## src/rtl/fetch_ctrl.sv

```systemverilog
// fetch_ctrl: instruction fetch sequencer. It keeps the fetch PC, sends one
// request at a time to instruction memory, buffers the returned instruction
// for the consumer, and handles branch/jump redirects at any point in that
// sequence.
//
// Ports
//   clk                 clock; all state changes on the rising edge
//   rst                 asynchronous, active-low reset (0 = reset)
//   stall_in            consumer cannot take the buffered instruction
//   redirect_valid_in   redirect request
//   redirect_pc_in      redirect target (bits [1:0] are ignored)
//   mem_req_valid_out   memory request valid
//   mem_req_addr_out    memory request address
//   mem_req_ready_in    memory accepts the request
//   mem_rsp_valid_in    memory response valid
//   mem_rsp_data_in     memory response instruction
//   inst_valid_out      inst_out / inst_pc_out valid
//   inst_out            fetched instruction
//   inst_pc_out         PC of inst_out
//   state_dbg           current FSM state (BOOT=0, REQ=1, WAIT=2, HOLD=3)
//
// Handshakes
//   Memory request: a request transfers on a rising edge where
//   mem_req_valid_out && mem_req_ready_in. Once raised, valid stays high and
//   the address stays stable until the transfer; only a redirect may change
//   the address of a not-yet-accepted request. The response side has no
//   ready: mem_rsp_valid_in is only looked at while a request is
//   outstanding. Instruction output: inst_valid_out is held with stable
//   data until a cycle with stall_in=0 (stall_in acts as the inverted
//   ready), or until a redirect discards the buffered instruction.
module fetch_ctrl #(
  parameter int                 ARCH_LEN  = 32,
  parameter int                 INST_LEN  = 32,
  parameter logic [ARCH_LEN-1:0] BOOT_ADDR = '0
) (
  input  logic                clk,
  input  logic                rst,
  input  logic                stall_in,
  input  logic                redirect_valid_in,
  input  logic [ARCH_LEN-1:0] redirect_pc_in,
  output logic                mem_req_valid_out,
  output logic [ARCH_LEN-1:0] mem_req_addr_out,
  input  logic                mem_req_ready_in,
  input  logic                mem_rsp_valid_in,
  input  logic [INST_LEN-1:0] mem_rsp_data_in,
  output logic                inst_valid_out,
  output logic [INST_LEN-1:0] inst_out,
  output logic [ARCH_LEN-1:0] inst_pc_out,
  output logic [1:0]          state_dbg
);

  typedef enum logic [1:0] {
    BOOT = 2'd0,
    REQ  = 2'd1,
    WAIT = 2'd2,
    HOLD = 2'd3
  } state_t;

  localparam logic [ARCH_LEN-1:0] PC_STEP = ARCH_LEN'(4);

  state_t              state_q, state_d;
  logic [ARCH_LEN-1:0] pc_q, pc_d;
  // Set when the outstanding request belongs to a path that a redirect has
  // abandoned; its response must be thrown away.
  logic                drop_q, drop_d;
  logic [INST_LEN-1:0] inst_q, inst_d;
  logic [ARCH_LEN-1:0] inst_pc_q, inst_pc_d;

  // Redirect targets are word aligned.
  logic [ARCH_LEN-1:0] redirect_tgt;
  assign redirect_tgt = {redirect_pc_in[ARCH_LEN-1:2], 2'b00};

  // State register and datapath registers.
  always_ff @(posedge clk or negedge rst) begin
    if (!rst) begin
      state_q   <= BOOT;
      pc_q      <= BOOT_ADDR;
      drop_q    <= 1'b0;
      inst_q    <= '0;
      inst_pc_q <= '0;
    end else begin
      state_q   <= state_d;
      pc_q      <= pc_d;
      drop_q    <= drop_d;
      inst_q    <= inst_d;
      inst_pc_q <= inst_pc_d;
    end
  end

  // Next-state logic. Redirect is checked first in every state, so it wins
  // over stall and over a same-cycle response.
  always_comb begin
    state_d   = state_q;
    pc_d      = pc_q;
    drop_d    = drop_q;
    inst_d    = inst_q;
    inst_pc_d = inst_pc_q;

    unique case (state_q)
      BOOT: begin
        if (redirect_valid_in) pc_d = redirect_tgt;
        state_d = REQ;
      end

      REQ: begin
        if (redirect_valid_in) begin
          pc_d = redirect_tgt;
          // If the old-path request is taken this very cycle, its response
          // still has to be consumed and discarded.
          if (mem_req_ready_in) begin
            drop_d  = 1'b1;
            state_d = WAIT;
          end
        end else if (mem_req_ready_in) begin
          state_d = WAIT;
        end
      end

      WAIT: begin
        if (redirect_valid_in) begin
          pc_d = redirect_tgt;
          if (mem_rsp_valid_in) begin
            drop_d  = 1'b0;
            state_d = REQ;
          end else begin
            drop_d  = 1'b1;
          end
        end else if (mem_rsp_valid_in) begin
          if (drop_q) begin
            drop_d  = 1'b0;
            state_d = REQ;
          end else begin
            inst_d    = mem_rsp_data_in;
            inst_pc_d = pc_q;
            pc_d      = pc_q + PC_STEP;   // wraps modulo 2^ARCH_LEN
            state_d   = HOLD;
          end
        end
      end

      HOLD: begin
        if (redirect_valid_in) begin
          pc_d    = redirect_tgt;
          state_d = REQ;
        end else if (!stall_in) begin
          state_d = REQ;
        end
      end

      default: state_d = BOOT;
    endcase
  end

  // Outputs are decoded from registered state only, so nothing here has a
  // combinational path from an input.
  assign mem_req_valid_out = (state_q == REQ);
  assign mem_req_addr_out  = pc_q;
  assign inst_valid_out    = (state_q == HOLD);
  assign inst_out          = inst_q;
  assign inst_pc_out       = inst_pc_q;
  assign state_dbg         = state_q;

endmodule
```

## config.mk

```make
export PLATFORM = sky130hd
export DESIGN_NAME = fetch_ctrl
export DESIGN_NICKNAME = d
export VERILOG_FILES = /design/src/rtl/fetch_ctrl.sv
export SDC_FILE = /design/constraint.sdc
export NUM_CORES = 1
export LEC_CHECK = 0
export BUFFER_PORTS_ARGS = -buffer_cell sky130_fd_sc_hd__buf_2
export CAP_MARGIN = 10
export CORE_AREA = 2 2 110 112
export CTS_CLUSTER_SIZE = 16
export DETAILED_ROUTE_END_ITERATION = 16
export DIE_AREA = 0 0 112 114
export GPL_TIMING_DRIVEN = 0
export PLACE_DENSITY = 0.68
export SLEW_MARGIN = 20
export SYNTH_ARGS = -nofsm -noshare
export SYNTH_HDL_FRONTEND = slang
export SYNTH_SLANG_ARGS = --single-unit
```

## constraint.sdc

```tcl
create_clock -name clk -period 2.5 [get_ports clk]
set_input_delay 0.5 -clock clk [delete_from_list [all_inputs] [get_ports clk]]
set_output_delay 0.5 -clock clk [all_outputs]
set_load 0.02 [all_outputs]
```

==> results of run 1 <==
==> power breakdown <==
part | total, W | internal, W | switching [W]
Clock | 0.00143 | 0.000879 | 0.000551
Combinational | 0.00204 | 0.000706 | 0.00133
Sequential | 0.00236 | 0.00201 | 0.000350
Total | 0.00583 | 0.00360 | 0.00223
==> routing by layer <==
metal  wire length (um)  up-vias
met5                  0        -
met2               6155      184
met4                167        0
met1               5819     1996
li1                   -     2114
met3               1041       14
==> cells by family after synthesis <==
logic type	Yosys count	synth area share, %
simple gates	282	27.75
other cells	1	0.08291
buf+inv	45	5.284
mux	2	0.4703
flops	95	52.56
fa+ha+maj	4	1.107
xor+xnor	1	0.1937
compound gates	88	12.56
==> state kept, by name (all words and copies together) (netlist names) <==
signal and cells:
mem_req_addr_out 30, inst_out 32, state_dbg 2, drop_q 1
inst_pc_out 30
==> metrics by stage <==
step / hold slack (ns) / setup slack (ns)
floorplan: 0.2044 / 0.4304
detailed placement: 0.4274 / -0.1320
global placement: 0.4547 / -0.1034
CTS: 0.06697 / 0.08175
finish: 0.06169 / 0.2041
global route: 0.08293 / -0.004267
==> final timing paths <==
check | start | to | slack, ns | cells after the start
worst max-delay path | state_dbg[0] | inst_pc_out[28] | 0.20 | 11
worst min-delay path | rst | inst_out[5] | 0.06 | 1
worst min register to register | inst_pc_out[24] | inst_pc_out[24] | 0.47 | 2
max in group asynchronous | rst | mem_req_addr_out[21] | 1.84 | 2
worst max register to register | state_dbg[0] | inst_pc_out[28] | 0.20 | 11
min in group clk | mem_rsp_data_in[26] | inst_out[26] | 0.35 | 3
==> critical path: cells and delay by family (launching register included) <==
| kind | cells | cell delay (ns) |
|---|---|---|
| AND/OR/NAND/NOR | 5 | 0.68 |
| flip-flops | 1 | 0.40 |
| buffers and inverters | 5 | 0.87 |
| adder cells (fa/ha/maj) | 1 | 0.28 |
==> cell usage in the layout, fill, tap and decap left out, drive strengths merged, types with 7 or more instances in the layout <==
master / count
nand2: 204
buf: 183
dfrtp: 95
clkbuf: 31
a21oi: 29
nor2: 22
nand3: 19
o21ai: 18
inv: 9
nand4: 9
o22ai: 7
nor3: 7
==> layout make-up <==
cell class | count | area [um2]
repair buffers | 165 | 872.1
inverters | 9 | 33.78
fillers | 1109 | 5793
well taps | 147 | 183.9
clock inverters | 2 | 37.54
flip-flops and latches | 95 | 2377
multi-input cells | 381 | 1927
plain buffers | 36 | 206.4
clock buffers | 13 | 280.3
==> repair_timing <==
action / 4_1_cts / 5_1_grt
setup buffers: 0 / 2
setup endpoints to repair: 41 / 24
gates resized for setup: 2 / 2
pin swaps: 0 / 1
==> results.ini, run 1 <==
[outcome]
outcome = complete, no violations

[setup_path]
crit_chain = inv_1 > ha_1 > and3b_1 > buf_2 > or2_1 > buf_6 > nand2_1 > buf_2 > buf_2 > nand2_1 > nand2_1
end_kind = flop
crit_path_top_delay_cell = dfrtp_1
worstPathMaxFanout = 10
crit_path_max_incr_delay_ns = 0.40
startpoint_type = flop
crit_type = flop to flop
critPathRequiredTime_ns = 2.77
arrival_ns = 2.57

[layout]
drive_gt1_share_pct = 31.24
n_antenna_cell = 0
finalInstanceArea_mm2 = 0.005918
syn_to_final_growth_pct = 30.84
final_util_pct = 50.53
fin_cells = 848
final_net_count = 771

[worst_hold_path]
min_path_type = input port to async pin

[floorplan]
core_mm2 = 0.01171
start_util_pct = 38.62
rows = 40
die_x_um = 112
io_pins = 170
fp.dieH_um = 114
dieArea_mm2 = 0.01277

[clocking]
hold_buffers = 0
clock_latency_ns = 0.34
cts_root_buffer = clkbuf_16
cts_max_level = 3
cts.path.max_buffers = 2
cts_made_buffers = 9
clkTransAtPathRegs_ns = 0.06
numClockSinks = 95
cts_tree = yes

[sta]
tns_ns = 0
slew_headroom_pct = 62.16
min_period_ns = 2.296
min_period_over_period_pct = 91.84
tightestPinTransition_ns = 0.5675
fin_worst_skew_ns = 0.008705
rsz0062_at_grt = true
maxSlewViolCount = 0
hold_viol_final = 0
finalSetupViolCount = 0
fmax_mhz = 435.6

[detailed_routing]
dr.pass1.iters = 4
post_drt_wl_per_cell_um = 15.55
routed-via-count = 4308
wirelength_um = 13180
dr.first_iter.drc_count = 420
viasPerCell = 5.080
route.detailed.drc = 0
ant_nets = 0

[power]
ir_drop_v = 0.0004501
total_power_w = 0.005832
p_per_area_mw_per_mm2 = 985.5
p_leak_nw = 3.151

[synth]
syn_inst = 518
synth_cell_types = 61
yosys-top-cells-count = nand2_1, dfrtp_1, a21oi_1
yosysSeqAreaShare_pct = 52.56
syn_area_per_cell_um2 = 8.732
yosysTopAreaCell = dfrtp_1
yosys_most_used_dff = dfrtp_1
async_reset_ff_share_pct = 100.0
synth-edff-count = 0
synthTopCellsByArea = dfrtp_1, nand2_1, a21oi_1
synth_area_mm2 = 0.004523
yosysTopAreaCellShare_pct = 52.56
yosys_warnings = 0
yosysMostFrequentCell = nand2_1
ys_seq_elements = 95

[run]
cap_viol_max_count = 0

[placement]
dpl.hpwl_um = 9836
place_inst = 831
numPortBuffers = 162
gp_congestion = 0.9011
placed_area_mm2 = 0.005563

[global_routing]
grt_pass1_wl_um = 21130
grt.total_usage_pct = 20.68
grt_use_met3_pct = 4.091
grt-busiest-layer = met2
grt_util_met2_pct = 33.01
use_met1_pct = 28.62
grt_max_degree = 58
antenna_found_initial = 0
grt_pass1_vias = 4100
overflow = 0

(Power assumes the default switching activity.)
==> inputs of run 2 (changes only) <==
--- a/config.mk
+++ b/config.mk
@@ -7,12 +7,11 @@
 export LEC_CHECK = 0
 export BUFFER_PORTS_ARGS = -buffer_cell sky130_fd_sc_hd__buf_2
 export CAP_MARGIN = 10
-export CORE_AREA = 2 2 110 112
+export CORE_AREA = 2 2 100 102
 export CTS_CLUSTER_SIZE = 16
 export DETAILED_ROUTE_END_ITERATION = 16
-export DIE_AREA = 0 0 112 114
-export GPL_TIMING_DRIVEN = 0
-export PLACE_DENSITY = 0.68
+export DIE_AREA = 0 0 102 104
+export PLACE_DENSITY = 0.8
 export SLEW_MARGIN = 20
 export SYNTH_ARGS = -nofsm -noshare
 export SYNTH_HDL_FRONTEND = slang
==> run 2 against run 1 <==
Net effect:
- critical endpoint is now mem_req_addr_out[30]
- first-iteration DRC count shrank 29%
- worst setup slack improved by 0.090 ns
- register-to-register slack better by 0.09 ns
==> results.ini, run 2 (synthesis gave the netlist of run 1 again) <==
[run]
cap_viol_max_count = 0

[sta]
finalSetupViolCount = 0
rsz0062_at_grt = false
maxSlewViolCount = 0
slew_headroom_pct = 49.46
whs_ns = 0.1872
tns_ns = 0
fin_worst_skew_ns = 0.01157
hold_viol_final = 0
tightestPinTransition_ns = 0.7581
min_period_over_period_pct = 88.25
fmax_mhz = 453.2
min_period_ns = 2.206

[setup_path]
arrival_ns = 2.45
startpoint_type = flop
critPathRequiredTime_ns = 2.75
end_kind = flop
worstPathMaxFanout = 7
crit_type = flop to flop

[global_routing]
grt_pass1_vias = 4080
grt_pass1_wl_um = 19470
grt.total_usage_pct = 23.16
grt_util_met2_pct = 37.64
use_met1_pct = 29.37
antenna_found_initial = 0
grt_max_degree = 61
grt_use_met3_pct = 6.720
overflow = 0
grt-busiest-layer = met2

[floorplan]
fp.dieH_um = 104
core_mm2 = 0.009549
start_util_pct = 47.37
rows = 36
die_x_um = 102
io_pins = 170
dieArea_mm2 = 0.01061

[clocking]
numClockSinks = 95
clkTransAtPathRegs_ns = 0.10
cts_tree = yes
clock_latency_ns = 0.37
cts_made_buffers = 9
cts.path.max_buffers = 2
cts_setup_buffers = 0
hold_buffers = 0
cts_root_buffer = clkbuf_8
cts_max_level = 3
post_cts_resized = 0

[placement]
gp_congestion = 0.8544
place_inst = 794
numPortBuffers = 163
dpl.hpwl_um = 8835

[layout]
register_area_mm2 = 0.002377
final_cell_mix = nand2_1, buf_2, dfrtp_1
drive_gt1_share_pct = 30.58
syn_to_final_growth_pct = 24.20
largest_reg_flops = 32
final_net_count = 746
multi_input_area_mm2 = 0.001927
n_antenna_cell = 0
final_common_cell = nand2_1
fill_cells = 869
fin_cells = 810

[power]
ir_drop_v = 0.0004769
p_leak_nw = 3.005
p_per_area_mw_per_mm2 = 942.0

[detailed_routing]
wirelength_um = 12230
routed-via-count = 4206
dr.first_iter.drc_count = 300
dr.pass1.iters = 4
post_drt_wl_per_cell_um = 15.10
viasPerCell = 5.193
ant_nets = 0
route.detailed.drc = 0

[worst_hold_path]
min_path_type = input port to async pin

[outcome]
outcome = complete, no violations

## run 2: cell types whose count changed in the layout (fill, tap and decap cells not counted), moves of 6 or more
| cell | delta |
|---|---|
| clkbuf_1 | -12 |
| buf_2 | -10 |
| buf_4 | +6 |
| clkbuf_16 | -9 |
## run 2: path summary, 6_finish.rpt
path / from / to / slack [ns] / cells past startpoint
max in group asynchronous: rst / mem_req_addr_out[17] / 1.62 / 2
setup reg to reg: mem_req_addr_out[2] / mem_req_addr_out[30] / 0.29 / 6
min in group clk: mem_rsp_data_in[30] / inst_out[30] / 0.32 / 3
hold reg to reg: inst_out[13] / inst_out[13] / 0.47 / 2
hold / removal: rst / inst_out[5] / 0.19 / 1
setup / recovery: mem_req_addr_out[2] / mem_req_addr_out[30] / 0.29 / 6
## run 2: power by group
| group | switching [W] | leakage, nW | internal (W) |
|---|---|---|---|
| sequential | 0.000360 | 1.21 | 0.00201 |
| combinational | 0.00132 | 1.71 | 0.000687 |
| clock | 0.000555 | 0.0789 | 0.000365 |
| total | 0.00223 | 3.01 | 0.00306 |
## run 2: area by class of cell
| type | instances | share of cell area, % |
|---|---|---|
| sequential | 95 | 42.32 |
| multi-input combinational | 381 | 34.30 |
| timing repair buffer | 176 | 16.75 |
| tap | 133 | 2.962 |
| clock buffer | 10 | 2.272 |
| clock inverter | 6 | 0.8018 |
| inverter | 9 | 0.6013 |
## run 2: routing by layer
layer	vias up	wire (um)
li1	2059	-
met1	1967	5309
met2	162	5828
met3	18	876
met4	0	216
met5	-	0
## run 2: through the flow
stage	setup WS (ns)	total power [W]	util [%]	area [um2]
detailed placement	0.3249	0.004410	57.02	5445
global placement	0.3771	0.004320	57.02	5445
floorplan	0.4304	0.003617	-	4534
global route	0.1565	0.005646	58.83	5618
CTS	0.3120	0.005332	58.83	5618
finish	0.2936	0.005292	58.83	5618
## run 2: worst max-delay path, cell delays in order (launching register included)
cell,delay (ns)
dfrtp_1,0.47
ha_1,0.24
nand3_2,0.14
or4_1,0.63
nor2_1,0.29
and3_1,0.23
a221oi_1,0.08
==> inputs of run 3 (changes only) <==
--- a/config.mk
+++ b/config.mk
@@ -5,13 +5,14 @@
 export SDC_FILE = /design/constraint.sdc
 export NUM_CORES = 1
 export LEC_CHECK = 0
+export ABC_AREA = 1
 export BUFFER_PORTS_ARGS = -buffer_cell sky130_fd_sc_hd__buf_2
 export CAP_MARGIN = 10
-export CORE_AREA = 2 2 100 102
+export CORE_AREA = 2 2 102 104
 export CTS_CLUSTER_SIZE = 16
 export DETAILED_ROUTE_END_ITERATION = 16
-export DIE_AREA = 0 0 102 104
-export PLACE_DENSITY = 0.8
+export DIE_AREA = 0 0 104 106
+export PLACE_DENSITY = 0.81
 export SLEW_MARGIN = 20
 export SYNTH_ARGS = -nofsm -noshare
 export SYNTH_HDL_FRONTEND = slang
==> constraint.sdc (replaced) <==
create_clock -name clk -period 2.5 [get_ports clk]
set_input_delay 0 -clock clk [delete_from_list [all_inputs] [get_ports clk]]
set_output_delay 0 -clock clk [all_outputs]
set_load 0.02 [all_outputs]
==> run 3 against run 2 <==
Net effect:
- critical path type unchanged
- clock skew about the same
- sequential share of layout area fell by 6.2 points
- highest routed layer unchanged
- critical path depth grew 6
- first-iteration DRC count grew 57%
- synthesized area rose by 7.5%
- worst hold slack worse by 0.16 ns
- global-route usage grew 3.9 points
- largest cell class unchanged
- combinational power up 6%
- via count grew 15%
- synthesized cell count grew 15%
==> results.ini, run 3 <==
[outcome]
outcome = complete, no violations

[clocking]
cts_made_buffers = 9
cts_setup_buffers = 0
numClockSinks = 95
cts.path.max_buffers = 2
cts_tree = yes
cts_root_buffer = clkbuf_8
cts_max_level = 3
clock_latency_ns = 0.37
clkTransAtPathRegs_ns = 0.10

[detailed_routing]
wirelength_um = 14560
viasPerCell = 5.065
routed-via-count = 4842
route.detailed.drc = 0
dr.pass1.iters = 5
dr.first_iter.drc_count = 470
ant_nets = 0
post_drt_wl_per_cell_um = 15.23

[layout]
register_area_mm2 = 0.002377
n_antenna_cell = 0
final_net_count = 889
syn_to_final_growth_pct = 35.27
largest_reg_flops = 32
fill_cells = 860
final_cell_mix = nand2_1, buf_2, dfrtp_1
drive_gt1_share_pct = 25.12
final_common_cell = nand2_1
finalInstanceArea_mm2 = 0.006579
multi_input_area_mm2 = 0.002135

[power]
p_switching_w = 0.002285
total_power_w = 0.005504
ir_drop_v = 0.0003633
swShare_pct = 41.51
intPower_w = 0.003219
p_leak_nw = 3.587
combPwrFrac_pct = 38.7
pwr-share-clk_pct = 19.0
p_per_area_mw_per_mm2 = 836.6
p_seq_share_pct = 42.3

[sta]
tns_ns = 0
min_period_over_period_pct = 85.14
slew_headroom_pct = 49.97
finalWorstSetupSlack_ns = 0.3714
maxSlewViolCount = 0
rsz0062_at_grt = false
tightestPinTransition_ns = 0.7505
fmax_mhz = 469.8
finalSetupViolCount = 0
fin_worst_skew_ns = 0.01137
hold_viol_final = 0
min_period_ns = 2.129

[floorplan]
dieArea_mm2 = 0.01102
start_util_pct = 48.64
fp.dieH_um = 106
io_pins = 170
core_mm2 = 0.01000
rows = 37
die_x_um = 104

[synth]
synth_area_mm2 = 0.004863
synth-edff-count = 0
yosysSeqAreaShare_pct = 48.88
yosys-top-cells-count = nand2_1, dfrtp_1, inv_1
synth_cell_types = 33
syn_area_per_cell_um2 = 8.133
synthTopCellsByArea = dfrtp_1, nand2_1, mux2_1
yosys_warnings = 0
async_reset_ff_share_pct = 100.0
yosys_most_used_dff = dfrtp_1
yosysTopAreaCell = dfrtp_1
yosysMostFrequentCell = nand2_1
ys_seq_elements = 95
yosysTopAreaCellShare_pct = 48.88
syn_inst = 598

[setup_path]
crit_type = flop to flop
startpoint_type = flop
crit_path_max_incr_delay_ns = 0.42
end_kind = flop
arrival_ns = 2.40
critPathRequiredTime_ns = 2.77
crit_chain = inv_1 > ha_1 > inv_2 > nor2_8 > buf_6 > inv_1 > nand2_1 > nand2_1 > inv_1 > nand2_1 > nand2_1 > inv_1
crit_path_top_delay_cell = dfrtp_1
worstPathMaxFanout = 53

[global_routing]
grt_pass1_vias = 4651
grt_pass1_wl_um = 23390
grt.total_usage_pct = 27.01
antenna_found_initial = 0
overflow = 0
grt_max_degree = 59

[placement]
numPortBuffers = 163
pre_cts_ws_ns = 0.2175
gp_congestion = 0.9622
dpl.hpwl_um = 10100
placed_area_mm2 = 0.005802

[worst_hold_path]
min_path_type = input port to flop

[run]
cap_viol_max_count = 0

[run 3: timing repair]
action,in CTS,in global routing
resized for setup,0,1
endpoints found under the setup margin,0,1
endpoints found under the hold margin,112,0
hold buffers,57,0
[run 3: area by class of cell]
cell class | instances | area share (%)
clock inverters | 6 | 0.9890
inverters | 63 | 3.595
multi-input cells | 419 | 32.45
well taps | 136 | 2.587
clock buffers | 10 | 2.092
repair buffers | 227 | 22.16
flip-flops and latches | 95 | 36.14
[run 3: critical path: cells and delay by family (launching register included)]
kind | cells | cell delay (ns)
buffers and inverters | 6 | 0.96
adders and majority gates | 1 | 0.20
and+or+nand+nor | 5 | 0.45
DFF | 1 | 0.42
[run 3: metrics by stage]
stage / cells / hold slack [ns] / util [%]
2_1_floorplan: 601 / -0.2956 / -
3_3_place_gp: 883 / 0.1134 / 58.02
3_5_place_dp: 883 / 0.1150 / 58.02
4_1_cts: 956 / 0.01166 / 65.75
5_1_grt: 956 / 0.03893 / 65.79
6_report: 956 / 0.02520 / 65.79
[run 3: power groups by stage]
stage	clock, W	sequential (W)	combinational (W)
2_1_floorplan	0	0.00283	0.000743
3_3_place_gp	0	0.00231	0.00200
3_5_place_dp	0	0.00235	0.00205
4_1_cts	0.00106	0.00231	0.00212
5_1_grt	0.00112	0.00239	0.00232
6_report	0.00104	0.00233	0.00213
[run 3: layer usage]
| metal | global-route usage (%) | up-vias | share of wire, % | routed length [um] |
|---|---|---|---|---|
| met4 | 10.42 | 0 | 2.4 | 343 |
| met2 | 44.45 | 236 | 47 | 6829 |
| met3 | 4.905 | 26 | 7.6 | 1102 |
| li1 | - | 2337 | - | - |
| met5 | 0 | - | 0 | 0 |
| met1 | 35.77 | 2243 | 43 | 6285 |
[run 3: final timing paths]
kind | from | to | slack (ns) | cells past startpoint
hold reg to reg | inst_pc_out[29] | inst_pc_out[29] | 0.49 | 2
hold / removal | redirect_pc_in[21] | mem_req_addr_out[21] | 0.03 | 7
min in group asynchronous | rst | inst_out[21] | 0.27 | 2
setup / recovery | state_dbg[0] | mem_req_addr_out[20] | 0.37 | 12
max in group asynchronous | rst | mem_req_addr_out[17] | 1.59 | 3
setup reg to reg | state_dbg[0] | mem_req_addr_out[20] | 0.37 | 12
[run 3: kinds of logic after synthesis]
logic type / synth area share [%]
other: 0.07711
flip-flops: 48.88
adder cells (fa/ha/maj): 1.029
buffers and inverters: 7.461
XOR/XNOR: 0.1801
AO/OA/AOI/OAI: 9.184
multiplexers: 7.872
AND/OR/NAND/NOR: 25.32
